$ cat src/rtl/cla_16x16_if.sv
// cla_16x16_if -- operand/result bundle for the 16-bit carry-lookahead adder.
//   a, b  : 16-bit unsigned operands (master -> slave)
//   cin   : carry-in into bit 0      (master -> slave)
//   sum   : 17-bit registered result, sum[16] = carry-out (slave -> master)
interface cla_16x16_if #(
    parameter int WIDTH = 16
);
    logic [WIDTH-1:0] a;
    logic [WIDTH-1:0] b;
    logic             cin;
    logic [WIDTH:0]   sum;

    modport master (output a, output b, output cin, input sum);
    modport slave  (input a, input b, input cin, output sum);
endinterface

$ cat src/rtl/cla_16x16.sv
// cla_16x16 -- two-level carry-lookahead adder, 16-bit operands, registered
// 17-bit result (latency 1, a new operand pair accepted every cycle).
//   clk  : clock, rising edge
//   rst  : synchronous active-high reset, clears sum
//   bus  : cla_16x16_if.slave carrying a, b, cin in and sum out
// Four 4-bit lookahead groups each report group propagate/generate; a
// second-level unit forms all group carry-ins in parallel from those and cin.

// cla_group4 -- 4-bit lookahead group, usable standalone as a 4-bit adder.
//   x, y : 4-bit operands     ci : carry-in
//   s    : 4-bit sum          co : carry-out ({co,s} = x + y + ci)
//   pg   : group propagate    gg : group generate
module cla_group4 (
    input  logic [3:0] x,
    input  logic [3:0] y,
    input  logic       ci,
    output logic [3:0] s,
    output logic       co,
    output logic       pg,
    output logic       gg
);
    logic [3:0] p, g, c;

    assign p = x ^ y;
    assign g = x & y;

    // Every carry is a flat sum-of-products of ci and the bit p/g terms.
    assign c[0] = ci;
    assign c[1] = g[0] | (p[0] & ci);
    assign c[2] = g[1] | (p[1] & g[0]) | (p[1] & p[0] & ci);
    assign c[3] = g[2] | (p[2] & g[1]) | (p[2] & p[1] & g[0])
                | (p[2] & p[1] & p[0] & ci);
    assign co   = g[3] | (p[3] & g[2]) | (p[3] & p[2] & g[1])
                | (p[3] & p[2] & p[1] & g[0]) | (p[3] & p[2] & p[1] & p[0] & ci);

    assign pg = &p;
    assign gg = g[3] | (p[3] & g[2]) | (p[3] & p[2] & g[1])
              | (p[3] & p[2] & p[1] & g[0]);

    assign s = p ^ c;
endmodule

module cla_16x16 #(
    parameter int WIDTH = 16,   // fixed: 4 groups x 4 bits
    parameter int GROUP = 4     // fixed
) (
    input  logic        clk,
    input  logic        rst,
    cla_16x16_if.slave  bus
);
    localparam int NGRP = WIDTH / GROUP;

    logic [NGRP-1:0][GROUP-1:0] grp_s;
    logic [NGRP-1:0]            grp_pg, grp_gg, grp_co;
    logic [NGRP:0]              gc;     // gc[i] = carry into group i, gc[NGRP] = C16
    logic [WIDTH:0]             sum_q;

    for (genvar i = 0; i < NGRP; i++) begin : g_grp
        cla_group4 u_grp (
            .x  (bus.a[i*GROUP +: GROUP]),
            .y  (bus.b[i*GROUP +: GROUP]),
            .ci (gc[i]),
            .s  (grp_s[i]),
            .co (grp_co[i]),
            .pg (grp_pg[i]),
            .gg (grp_gg[i])
        );
    end

    // Second-level lookahead: each group carry-in expanded directly from
    // cin and the group P/G, so nothing ripples between groups.
    assign gc[0] = bus.cin;
    assign gc[1] = grp_gg[0] | (grp_pg[0] & bus.cin);
    assign gc[2] = grp_gg[1] | (grp_pg[1] & grp_gg[0])
                 | (grp_pg[1] & grp_pg[0] & bus.cin);
    assign gc[3] = grp_gg[2] | (grp_pg[2] & grp_gg[1])
                 | (grp_pg[2] & grp_pg[1] & grp_gg[0])
                 | (grp_pg[2] & grp_pg[1] & grp_pg[0] & bus.cin);
    assign gc[4] = grp_gg[3] | (grp_pg[3] & grp_gg[2])
                 | (grp_pg[3] & grp_pg[2] & grp_gg[1])
                 | (grp_pg[3] & grp_pg[2] & grp_pg[1] & grp_gg[0])
                 | (grp_pg[3] & grp_pg[2] & grp_pg[1] & grp_pg[0] & bus.cin);

    // The per-group carry-outs are redundant with the second-level carries;
    // they only serve as a consistency check between the two levels.
    a_carry_agree: assert property (@(posedge clk) disable iff (rst)
        grp_co == gc[NGRP:1]);

    always_ff @(posedge clk) begin
        if (rst) sum_q <= '0;
        else     sum_q <= {gc[NGRP], grp_s};
    end

    assign bus.sum = sum_q;
endmodule

$ cat src/flat_wrapper.sv
// flat-port wrapper written by rule: the top's interface ports become plain ports
module cla_16x16_flat 
#(
    parameter int WIDTH = 16,                              
    parameter int GROUP = 4             
)
  (clk, rst, bus_a, bus_b, bus_cin, bus_sum);
  cla_16x16_if #(.WIDTH(WIDTH)) bus_i ();
  input  logic clk;
  input  logic rst;
  input wire logic [$bits(bus_i.a)-1:0] bus_a;
  input wire logic [$bits(bus_i.b)-1:0] bus_b;
  input wire logic [$bits(bus_i.cin)-1:0] bus_cin;
  output wire logic [$bits(bus_i.sum)-1:0] bus_sum;
  assign bus_i.a = bus_a;
  assign bus_i.b = bus_b;
  assign bus_i.cin = bus_cin;
  assign bus_sum = bus_i.sum;
  cla_16x16 #(.WIDTH(WIDTH), .GROUP(GROUP)) u_core (.clk(clk), .rst(rst), .bus(bus_i));
endmodule
$ cat config.mk
export PLATFORM = sky130hd
export DESIGN_NAME = cla_16x16_flat
export DESIGN_NICKNAME = d
export VERILOG_FILES = /design/src/rtl/cla_16x16_if.sv /design/src/rtl/cla_16x16.sv /design/src/flat_wrapper.sv
export SDC_FILE = /design/constraint.sdc
export NUM_CORES = 1
export LEC_CHECK = 0
export ABC_AREA = 1
export ABC_CLOCK_PERIOD_IN_PS = 2580
export BUFFER_PORTS_ARGS = -buffer_cell sky130_fd_sc_hd__buf_2
export CAP_MARGIN = 10
export CELL_PAD_IN_SITES_DETAIL_PLACEMENT = 0
export CELL_PAD_IN_SITES_GLOBAL_PLACEMENT = 2
export CORE_ASPECT_RATIO = 1.2
export CORE_MARGIN = 5
export CORE_UTILIZATION = 26
export CTS_CLUSTER_DIAMETER = 120
export DETAILED_ROUTE_END_ITERATION = 8
export PLACE_DENSITY = 0.82
export SYNTH_ARGS = -nofsm -noshare
export SYNTH_HDL_FRONTEND = slang
export SYNTH_SLANG_ARGS = --single-unit
$ cat constraint.sdc
create_clock -name clk -period 2.58 [get_ports clk]
set_input_delay 0 -clock clk [delete_from_list [all_inputs] [get_ports clk]]
set_output_delay 0 -clock clk [all_outputs]
set_load 0.02 [all_outputs]
* Word level (Yosys, flattened, before mapping)
Index checks and enable logic that the tools add are counted.
Word-level totals: flip-flop bits (word level) 17, input bits 35, output and inout port bits 17
Operators by class: bitwise logic cells 130, reductions and logical operators 4
Operator list (count):
- $and 1x1->1 | 72
- $or 1x1->1 | 46
- $xor 4x4->4 | 8
- $and 4x4->4 | 4
- $reduce_and 4->1 | 4

* Logic depth before layout (Yosys ltp)
depth in word-level cells 12, gate-level depth with buffers 12, mapped depth without buffers 12

* Cells and area by module
From an unflattened synthesis, not the netlist that was laid out.
Second synthesis, totals: cells, all modules 220, area total of the unflattened synthesis 1463.9 um^2
By module, submodules not included:
- cla_group4 (u_core.g_grp[1].u_grp ...) | times used 3, cells an instance 38, area each 227.7 um^2
- cla_16x16 | times used 1, cells an instance 70, area each 561.8 um^2
- cla_group4 (u_core.g_grp[0].u_grp) | times used 1, cells an instance 36, area each 219.0 um^2

* Worst setup path before layout
OpenSTA, ideal clock, no wires.
path type input to register, from input bus_b[6], to register u_core.sum_q[13] (netlist: u_core.bus.sum[13]), setup time 0.128 ns, arrival time 1.356 ns, required time 2.452 ns, setup slack 1.096 ns, cell stages on the path 10, buffers on the path 0, cells stage by stage ha_1 > nand2_2 > inv_1 > nand2_1 > nand2_2 > a21oi_1 > nand2_2 > fa_1 > xnor2_1 > nor2_1
Between the ends: longest elaborated chain between the ends 12
Ends and longest elaborated chain:
- from (decl) | RTL line flat_wrapper.sv:12 | input wire logic [$bits(bus_i.b)-1:0] bus_b;
- $and 4x4->4 or $xor 4x4->4 (tied branches) | RTL line cla_16x16.sv:25, cla_16x16.sv:24
- $and 1x1->1 (on tied branches) | RTL line cla_16x16.sv:37, cla_16x16.sv:38
- $or 1x1->1, or another cell as far along | RTL line cla_16x16.sv:37 | assign gg = g[3] | (p[3] & g[2]) | (p[3] & p[2] & g[1])
- $or 1x1->1 or $and 1x1->1 (tied branches) | RTL line cla_16x16.sv:37, cla_16x16.sv:38
- $or 1x1->1 | RTL line cla_16x16.sv:38 | | (p[3] & p[2] & p[1] & g[0]);
- $and 1x1->1 | RTL line cla_16x16.sv:76 | assign gc[3] = grp_gg[2] | (grp_pg[2] & grp_gg[1])
- $or 1x1->1 | RTL line cla_16x16.sv:76
- $or 1x1->1 | RTL line cla_16x16.sv:77 | | (grp_pg[2] & grp_pg[1] & grp_gg[0])
- $or 1x1->1 * | RTL line cla_16x16.sv:78 | | (grp_pg[2] & grp_pg[1] & grp_pg[0] & bus.cin);
- $and 1x1->1 * | RTL line cla_16x16.sv:29 | assign c[1] = g[0] | (p[0] & ci);
- $or 1x1->1 * | RTL line cla_16x16.sv:29
- $xor 4x4->4 * | RTL line cla_16x16.sv:40 | assign s = p ^ c;
- to (signal assigned) | RTL line cla_16x16.sv:91 | else sum_q <= {gc[NGRP], grp_s};
- to (decl) | RTL line cla_16x16.sv:56 | logic [WIDTH:0] sum_q;
Mark *: on every way between the ends. The rest lies on a longest branch, timed or not. A chain may end at the register's enable or synchronous reset.

* Final worst setup path
from input bus_b[5], to register u_core.sum_q[13] (netlist: u_core.bus.sum[13])
Between the ends: longest elaborated chain between the ends 11
Ends and longest elaborated chain (RTL line):
- $and 4x4->4 or $xor 4x4->4 (tied branches) | cla_16x16.sv:25, cla_16x16.sv:24
- $and 1x1->1 (on tied branches) | cla_16x16.sv:37, cla_16x16.sv:38
- $or 1x1->1 or $and 1x1->1 (tied branches) | cla_16x16.sv:37, cla_16x16.sv:38
- $or 1x1->1 | cla_16x16.sv:38
- $and 1x1->1 | cla_16x16.sv:76
- $or 1x1->1 | cla_16x16.sv:76
- $or 1x1->1 | cla_16x16.sv:77
- $or 1x1->1 * | cla_16x16.sv:78
- $and 1x1->1 * | cla_16x16.sv:29
- $or 1x1->1 * | cla_16x16.sv:29
- $xor 4x4->4 * | cla_16x16.sv:40
Marked as above.

==> qor.csv <==
metric,value,unit
clk root buf,clkbuf_8,
gr usage total,9.63,%
VDD IR max,0.146,mV
Clock Pin Slew Worst Setup and Hold Paths,0.07,ns
TritonCTS clock tree,yes,
vias per std cell,4.13,
max reg flops,17,
Setup Crit Path Kind,input pin to flip-flop,
CTS sink count,17,
f_max,711,MHz
Place WS,0.873,ns
"Seq/Total Area, Yosys",29.0,%
total power,0.791,mW
ys async rst share,0,%
Worst Path Required,2.73,ns
RSZ-0062 raised after global routing,no,
hold path cells,2,
Setup crit end kind,flip-flop,
"area leader, netlist",dfxtp_1,
synth cell count leaders,"nand2_1 (35), inv_1 (26), nor2_1 (20), dfxtp_1 (17), ha_1 (16)",
cts hold-fix bufs,0,
core region area,4330,um2
max-cap viol count,0,
setup TNS,0,ns
First-pass DRT Iterations,4,
Layout Utilization,35.6,%
syn nets,215,
worst setup margin,1.17,ns
final worst path period share,54.5,%
clock buffer count from CTS,3,
ANT nets after route,0,
number of enable flip-flop cells after synthesis,0,
worst-path cell chain,buf_2 -> ha_1 -> nand2_1 -> nand2_1 -> nand2_1 -> nand2_2 -> a21oi_1 -> nand2_2 -> fa_1 -> xnor2_1 -> nor2_1,
"Avg Cell Area, Syn",7.34,um2
placed insts,266,
drt total wl,2.72,mm
Worst slew margin,78.1,%
port buffer count,51,
vias in the first global route,1105,
"Setup violations, final",0,
vias,1116,
HPWL Detailed,2.33,mm
pin count of the biggest net entering global routing,11,
cell mode on critical path,nand2_1,
grt ovf,0,
I/O pin total,52,
diode count,0,
cell row count,26,
global placement routability congestion,0.739,
H-tree lvl count,1,
Die W,71.3,um
endpoints failing hold,0,
Area contributors post-synth,"dfxtp_1 (29%), ha_1 (17%), nand2_1 (11%)",
"Cell Count, Final, Fillers Out",270,
synthesized flop and latch total,17,
Worst-Margin Slew,0.329,ns
area share of the largest cell type after synthesis,29.0,%
Clock Tree Buf Depth,2,
starting DRC count in detailed routing,20,
layout cells sized above 1,28.0,%
Die Y,83.6,um
Synth cell types,22,
initial antenna violation count,0,
Die ar.,5960,um2
WP buf/inv,1,
Initial Util,27.1,%
Post-Syn Instances,160,
top-count cell post-synth,nand2_1,
pwr dens,513,nW/um2
cell area after layout,1540,um2
Area after DPL,1500,um2
CP Max Fanout,5,
Remaining DRCs,0,
CTS resizes,0,
first-pass GRT wire length,4.65,mm
number of filler cells placed in the layout,499,
synth warn,0,
leak pwr,0.893,nW
"CP delay by family, top",adder cells,
status,"complete, no violations",
WHS,0.0341,ns
cell at the slowest stage of the critical path,fa_1,
Mapped Area,1170,um2
WL per Instance,10.1,um
post-CTS setup buffers,0,
max-slew violations,0,
Worst Setup Start Kind,input pin,
CP max stage delay,0.38,ns
arrival time worst endpoint,1.56,ns
Worst Hold Class,input pin to flip-flop,
Levels on crit path,11,
Post-synth top flop,dfxtp_1,
crit path time final,1.41,ns
Final Net Count,270,
synth-to-layout area growth,31.3,%
-- metal layers --
layer | vias up | routed length (um) | share of wire (%) | GRT usage, %
li1 | 613 | - | - | -
met1 | 464 | 1170 | 43 | 11.7
met2 | 34 | 1310 | 48 | 16.0
met3 | 5 | 190 | 7.0 | 1.45
met4 | 0 | 53 | 1.9 | 5.13
met5 | - | 0 | 0 | 0
-- cells by family after synthesis --
logic type                 synth area share [%]
AOI/OAI and AO/OA                          9.70
xor gates and xnor gates                   2.99
and+or+nand+nor                            25.8
buffers and inverters                      8.63
DFF                                        29.0
adders and majority gates                  23.9
-- cell type report --
cell class	instances	area, um2	share of cell area [%]
inverter	26	97.6	6.33
clock inverter	1	5.00	0.325
multi-input combinational	116	732	47.5
tap	56	70.1	4.55
clock buffer	3	41.3	2.68
timing repair buffer	51	255	16.6
sequential	17	340	22.1
-- where the power goes --
part	leakage, nW	internal (mW)	switching (mW)
Clock	0.0255	0.107	0.103
Combinational	0.726	0.112	0.167
Sequential	0.142	0.295	0.00632
Total	0.893	0.514	0.277
-- placed cells by master (no fill, tap or decap), types with 2 or more instances in the layout --
master / count
a21oi_1: 11
and3_1: 2
buf_2: 51
clkbuf_8: 3
dfxtp_1: 17
fa_1: 4
ha_1: 16
inv_1: 26
nand2_1: 35
nand2_2: 3
nand3_1: 7
nor2_1: 20
nor2_2: 2
o21ai_0: 4
o21bai_1: 2
xnor2_1: 3
-- path summary, 6_finish.rpt --
| check | from | endpoint | slack [ns] |
|---|---|---|---|
| setup / recovery | bus_b[5] | u_core.bus.sum[13] | 1.17 |
| hold / removal | rst | u_core.bus.sum[0] | 0.03 |
Note: power is estimated with default switching activity, not from simulation.
